[src/rtl/bank_access_scheduler.sv]
// Dual-port scheduler in front of a 4-bank synchronous memory.
// Bank is picked by the two address MSBs; different-bank requests issue together,
// same-bank requests are arbitrated round-robin per bank. Read latency is 3 cycles.
module bank_access_scheduler #(
  parameter int unsigned DATA_WIDTH = 8,
  parameter int unsigned ADDR_WIDTH = 6,
  parameter int unsigned CNT_WIDTH  = 16
) (
  input  logic                                   i_clk,
  input  logic                                   i_rst,
  input  logic                                   i_a_valid,
  output logic                                   o_a_ready,
  input  logic                                   i_a_wen,
  input  logic [ADDR_WIDTH-1:0]                  i_a_addr,
  input  logic [DATA_WIDTH-1:0]                  i_a_wdata,
  output logic                                   o_a_rvalid,
  output logic [DATA_WIDTH-1:0]                  o_a_rdata,
  input  logic                                   i_b_valid,
  output logic                                   o_b_ready,
  input  logic                                   i_b_wen,
  input  logic [ADDR_WIDTH-1:0]                  i_b_addr,
  input  logic [DATA_WIDTH-1:0]                  i_b_wdata,
  output logic                                   o_b_rvalid,
  output logic [DATA_WIDTH-1:0]                  o_b_rdata,
  output logic [3:0]                             o_bank_en,
  output logic [3:0]                             o_bank_wen,
  output logic [4*(ADDR_WIDTH-2)-1:0]            o_bank_addr,
  output logic [4*DATA_WIDTH-1:0]                o_bank_wdata,
  input  logic [4*DATA_WIDTH-1:0]                i_bank_rdata,
  output logic [CNT_WIDTH-1:0]                   o_conflict_cnt
);

  localparam int unsigned NUM_BANKS   = 4;
  localparam int unsigned LOCAL_WIDTH = ADDR_WIDTH - 2;

  typedef struct packed {
    logic       rd;
    logic [1:0] bank;
  } rd_tag_t;

  logic [1:0]           sel_a;
  logic [1:0]           sel_b;
  logic                 conflict;
  logic                 grant_a;
  logic                 grant_b;
  logic [NUM_BANKS-1:0] prio;
  rd_tag_t              a_p0, a_p1, b_p0, b_p1;
  logic [DATA_WIDTH-1:0] bank_rd [NUM_BANKS];

  // Arbitration: prio[bank]=0 favours A, 1 favours B; nothing granted during reset
  always_comb begin
    sel_a    = i_a_addr[ADDR_WIDTH-1 -: 2];
    sel_b    = i_b_addr[ADDR_WIDTH-1 -: 2];
    conflict = i_a_valid & i_b_valid & (sel_a == sel_b);
    grant_a  = ~i_rst & i_a_valid & (~conflict | ~prio[sel_a]);
    grant_b  = ~i_rst & i_b_valid & (~conflict |  prio[sel_a]);
  end

  assign o_a_ready = grant_a;
  assign o_b_ready = grant_b;

  // Split the packed read-data bus into per-bank lanes
  always_comb begin
    for (int k = 0; k < NUM_BANKS; k++) begin
      bank_rd[k] = i_bank_rdata[k*DATA_WIDTH +: DATA_WIDTH];
    end
  end

  // Per-bank round-robin priority and saturating conflict counter
  always_ff @(posedge i_clk) begin
    if (i_rst) begin
      prio           <= '0;
      o_conflict_cnt <= '0;
    end else if (conflict) begin
      prio[sel_a] <= ~prio[sel_a];
      if (o_conflict_cnt != {CNT_WIDTH{1'b1}}) begin
        o_conflict_cnt <= o_conflict_cnt + CNT_WIDTH'(1);
      end
    end
  end

  // Bank lanes: strobes pulse for one cycle, addr/wdata hold when idle
  always_ff @(posedge i_clk) begin
    if (i_rst) begin
      o_bank_en    <= '0;
      o_bank_wen   <= '0;
      o_bank_addr  <= '0;
      o_bank_wdata <= '0;
    end else begin
      for (int k = 0; k < NUM_BANKS; k++) begin
        o_bank_en[k]  <= 1'b0;
        o_bank_wen[k] <= 1'b0;
        if (grant_a && (sel_a == 2'(k))) begin
          o_bank_en[k]                                  <= 1'b1;
          o_bank_wen[k]                                 <= i_a_wen;
          o_bank_addr[k*LOCAL_WIDTH +: LOCAL_WIDTH]     <= i_a_addr[LOCAL_WIDTH-1:0];
          o_bank_wdata[k*DATA_WIDTH +: DATA_WIDTH]      <= i_a_wdata;
        end else if (grant_b && (sel_b == 2'(k))) begin
          o_bank_en[k]                                  <= 1'b1;
          o_bank_wen[k]                                 <= i_b_wen;
          o_bank_addr[k*LOCAL_WIDTH +: LOCAL_WIDTH]     <= i_b_addr[LOCAL_WIDTH-1:0];
          o_bank_wdata[k*DATA_WIDTH +: DATA_WIDTH]      <= i_b_wdata;
        end
      end
    end
  end

  // Read-return pipeline: tag at strobe, tag at bank data, then registered return
  always_ff @(posedge i_clk) begin
    if (i_rst) begin
      a_p0       <= '0;
      a_p1       <= '0;
      b_p0       <= '0;
      b_p1       <= '0;
      o_a_rvalid <= 1'b0;
      o_b_rvalid <= 1'b0;
      o_a_rdata  <= '0;
      o_b_rdata  <= '0;
    end else begin
      a_p0.rd    <= grant_a & ~i_a_wen;
      a_p0.bank  <= sel_a;
      b_p0.rd    <= grant_b & ~i_b_wen;
      b_p0.bank  <= sel_b;
      a_p1       <= a_p0;
      b_p1       <= b_p0;
      o_a_rvalid <= a_p1.rd;
      o_b_rvalid <= b_p1.rd;
      if (a_p1.rd) begin
        o_a_rdata <= bank_rd[a_p1.bank];
      end
      if (b_p1.rd) begin
        o_b_rdata <= bank_rd[b_p1.bank];
      end
    end
  end

endmodule
[config.mk]
export PLATFORM = sky130hd
export DESIGN_NAME = bank_access_scheduler
export DESIGN_NICKNAME = d
export VERILOG_FILES = /design/src/rtl/bank_access_scheduler.sv
export SDC_FILE = /design/constraint.sdc
export NUM_CORES = 1
export LEC_CHECK = 0
export ABC_AREA = 0
export BUFFER_PORTS_ARGS = -buffer_cell sky130_fd_sc_hd__buf_2
export CAP_MARGIN = 20
export CORE_MARGIN = 3
export CORE_UTILIZATION = 52
export CTS_CLUSTER_SIZE = 30
export DETAILED_ROUTE_END_ITERATION = 10
export PLACE_DENSITY_LB_ADDON = 0.1
export SYNTH_ARGS = -nofsm -noshare
export SYNTH_HDL_FRONTEND = slang
export SYNTH_SLANG_ARGS = --single-unit
[constraint.sdc]
create_clock -name i_clk -period 3 [get_ports i_clk]
set_input_delay 0.45 -clock i_clk [delete_from_list [all_inputs] [get_ports i_clk]]
set_output_delay 0.45 -clock i_clk [all_outputs]
set_load 0.01 [all_outputs]
==> flow_metrics.py <==
metrics = {
    "outcome": {
        "status": "finished clean",
    },
    "timing": {
        "slew_violations": 0,
        "hold_violations": 0,
        "skew_ps": 16.2,
        "slew_headroom_pct": 34.3,
        "fmaxAchievable_ghz": 0.386,
        "setup_viol": 0,
        "tightest_slew_ps": 978,
        "finalCriticalPeriod_ps": 2590,
        "setup_tns_ps": 0,
        "rsz0062_at_grt": "false",
        "fin_crit_sh_pct": 86.3,
    },
    "floorplan": {
        "coreArea_um2": 9500,
        "die_h_um": 106,
        "io_pins": 158,
        "die_w_um": 106,
        "rows": 35,
        "start_util_pct": 54.9,
        "die_area_um2": 11300,
    },
    "power": {
        "p_seq_share_pct": 53.8,
        "ir_drop_uv": 285,
        "power.internal_uw": 2000,
        "net-switching-power_uw": 782,
        "power_leakage_uw": 0.00248,
        "power_density_nw_per_um2": 446,
        "netSwitchingFraction_pct": 28.1,
        "combPwrFrac_pct": 14.7,
        "pwr-share-clk_pct": 31.5,
    },
    "route": {
        "drt-initial-drc-count": 472,
        "wl_um": 15600,
        "drc_errors": 0,
        "vias": 5018,
        "wl_per_cell_um": 19.3,
        "first_pass_iters": 5,
        "final_antenna_net_count": 0,
        "routed_via_density": 6.20,
    },
    "clock_tree": {
        "clockRootBuffer": "clkbuf_8",
        "cts_buffers": 9,
        "htree_levels": 3,
        "clock_sinks": 106,
        "cts_setup_buffers": 0,
        "cts_tree": "done",
        "clk_latency_ps": 360,
        "cts_resized": 0,
        "clockBufferDepth": 2,
        "clkTransAtPathRegs_ps": 110,
        "cts_hold_buf": 0,
    },
    "synthesis": {
        "ys.flop_type": "dfxtp_1",
        "ys_top_cells_by_area": "dfxtp_1 (41%), mux4_2 (7.3%), nand3_1 (6.6%), mux2i_1 (3.5%), o211ai_1 (3.5%)",
        "ys_seq_area_share_pct": 40.7,
        "synthArstFlopShare_pct": 0,
        "synth_top_area_share_pct": 40.7,
        "synth_area_um2": 5220,
        "synth.avg_cell_area_um2": 9.46,
        "syn-num-nets": 619,
        "yosys.area.top_type": "dfxtp_1",
        "yosys.cell_types.count": 50,
        "syn_inst": 552,
        "yosys_warnings": 0,
        "ys_seq_elements": 106,
        "synth_edf_count": 0,
    },
    "final_layout": {
        "area_delta_synth_final_pct": 19.5,
        "layout.nets": 742,
        "drive_gt1_share_pct": 34.1,
        "antenna_cells": 0,
        "design_area_um2": 6240,
    },
    "setup_path": {
        "cp_data_required_time_ps": 2550,
        "crit_arrival_ps": 2140,
        "crit_path_start_kind": "input port",
        "path_class": "input port to output pin",
        "crit_path_end_kind": "output pin",
        "critPathMaxFanout": 8,
        "reg2reg_slack_ps": 740,
    },
    "placement": {
        "dpl_cell_area_um2": 6040,
        "io_buffers": 157,
        "dp_hpwl_um": 11300,
        "gp_congestion": 0.854,
    },
    "global_routing": {
        "grt_pass1_wl_um": 25300,
        "grt_max_degree": 55,
        "grt_usage_pct": 27.7,
        "grt_pass1_vias": 4831,
        "grt_overflow_total": 0,
        "antenna_found_initial": 0,
    },
    "flow_run": {
        "drv_cap": 0,
    },
    "min_path": {
        "hold_path_class": "input port to flop",
    },
}
-- cells in the final DEF, fill, tap and decap left out, types with 14 or more instances in the layout --
master | netlist | layout
buf_2 | 8 | 157
dfxtp_1 | 106 | 106
nand3_1 | 69 | 69
nor2_1 | 32 | 32
nor2b_1 | 26 | 26
o211ai_1 | 24 | 24
nand2_1 | 22 | 22
nand4_1 | 19 | 19
a21oi_1 | 18 | 18
mux2i_1 | 18 | 18
mux4_2 | 17 | 17
nor3_1 | 15 | 15
buf_4 | 0 | 15
o31ai_1 | 14 | 14
-- sequential cells by signal, indices dropped and copies added (netlist names) --
name and count:
a_p0 3, a_p1 3, b_p0 3, b_p1 3, o_a_rdata 8, o_a_rvalid 1, o_b_rdata 8, o_b_rvalid 1
o_bank_addr 16, o_bank_en 4, o_bank_wdata 32, o_bank_wen 4, o_conflict_cnt 16, prio 4
-- cells by family (layout without fill, tap and decap cells) --
logic type,Yosys count,after routing,share of synthesized area [%]
flops,106,106,40.7
simple gates,215,215,21.6
xor+xnor,8,8,1.34
compound gates,113,113,18.3
mux,44,44,12.7
fa+ha+maj,1,1,0.240
buf+inv,65,193,5.15
-- per-stage QoR --
step	setup WS (ps)	total power, uW	utilization, %	hold WS, ps	std cells
after floorplan	648	1760	-	414	552
after global placement	456	1920	63.6	415	793
after detailed placement	363	1930	63.6	427	793
after CTS	426	2790	65.7	364	809
after global routing	295	2890	65.7	377	809
final	410	2780	65.7	370	809
-- final timing paths --
check,startpoint,endpoint,cells past startpoint
worst max-delay path,i_a_addr[5],o_a_ready,5
worst max register to register,prio[3]$_SDFFE_PP0P_,o_bank_addr[3]$_SDFFE_PP0P_,4
worst min register to register,b_p0[2]$_SDFF_PP0_,b_p1[2]$_SDFF_PP0_,1
worst min-delay path,i_b_addr[0],o_bank_addr[12]$_SDFFE_PP0P_,3
-- power groups by stage --
stage / Combinational, uW / Sequential, uW / Clock, uW
6_report: 409 / 1500 / 878
3_5_place_dp: 404 / 1530 / 0
5_1_grt: 442 / 1500 / 945
2_1_floorplan: 220 / 1540 / 0
3_3_place_gp: 394 / 1530 / 0
4_1_cts: 405 / 1500 / 889
-- layer usage --
layer	share of wire, %	track usage [%]	vias to the layer above
met5	0	0	-
met3	9.2	7.35	26
li1	-	-	2348
met4	1.7	7.03	0
met2	48	44.7	244
met1	42	37.0	2400
-- area by class of cell --
cell class              instances  area (um2)
multi-input cells             381        2840
repair buffers                172         898
inverters                       5        18.8
flip-flops and latches        106        2120
fillers                       843        3260
clock inverters                 4        31.3
clock buffers                  12         165
well taps                     129         161
-- Yosys cell counts, types with 5 or more instances --
library cell / instances
nand4_1: 19
a32oi_1: 12
o211ai_1: 24
nor2b_1: 26
mux2_2: 9
nand2_1: 22
mux4_2: 17
buf_2: 8
nor3_1: 15
clkbuf_1: 43
mux2i_1: 18
inv_1: 5
nor4_1: 6
a21oi_1: 18
o31ai_1: 14
a311oi_1: 12
o311ai_2: 8
buf_1: 7
nand3_1: 69
dfxtp_1: 106
a211oi_1: 5
nor2_1: 32
-- critical path, cell delays in order --
cell     delay (ps)
buf_2           150
xor2_1          280
nor3_1          860
a21oi_1         210
buf_2           190
No activity file was read; power rests on OpenSTA's default activity.
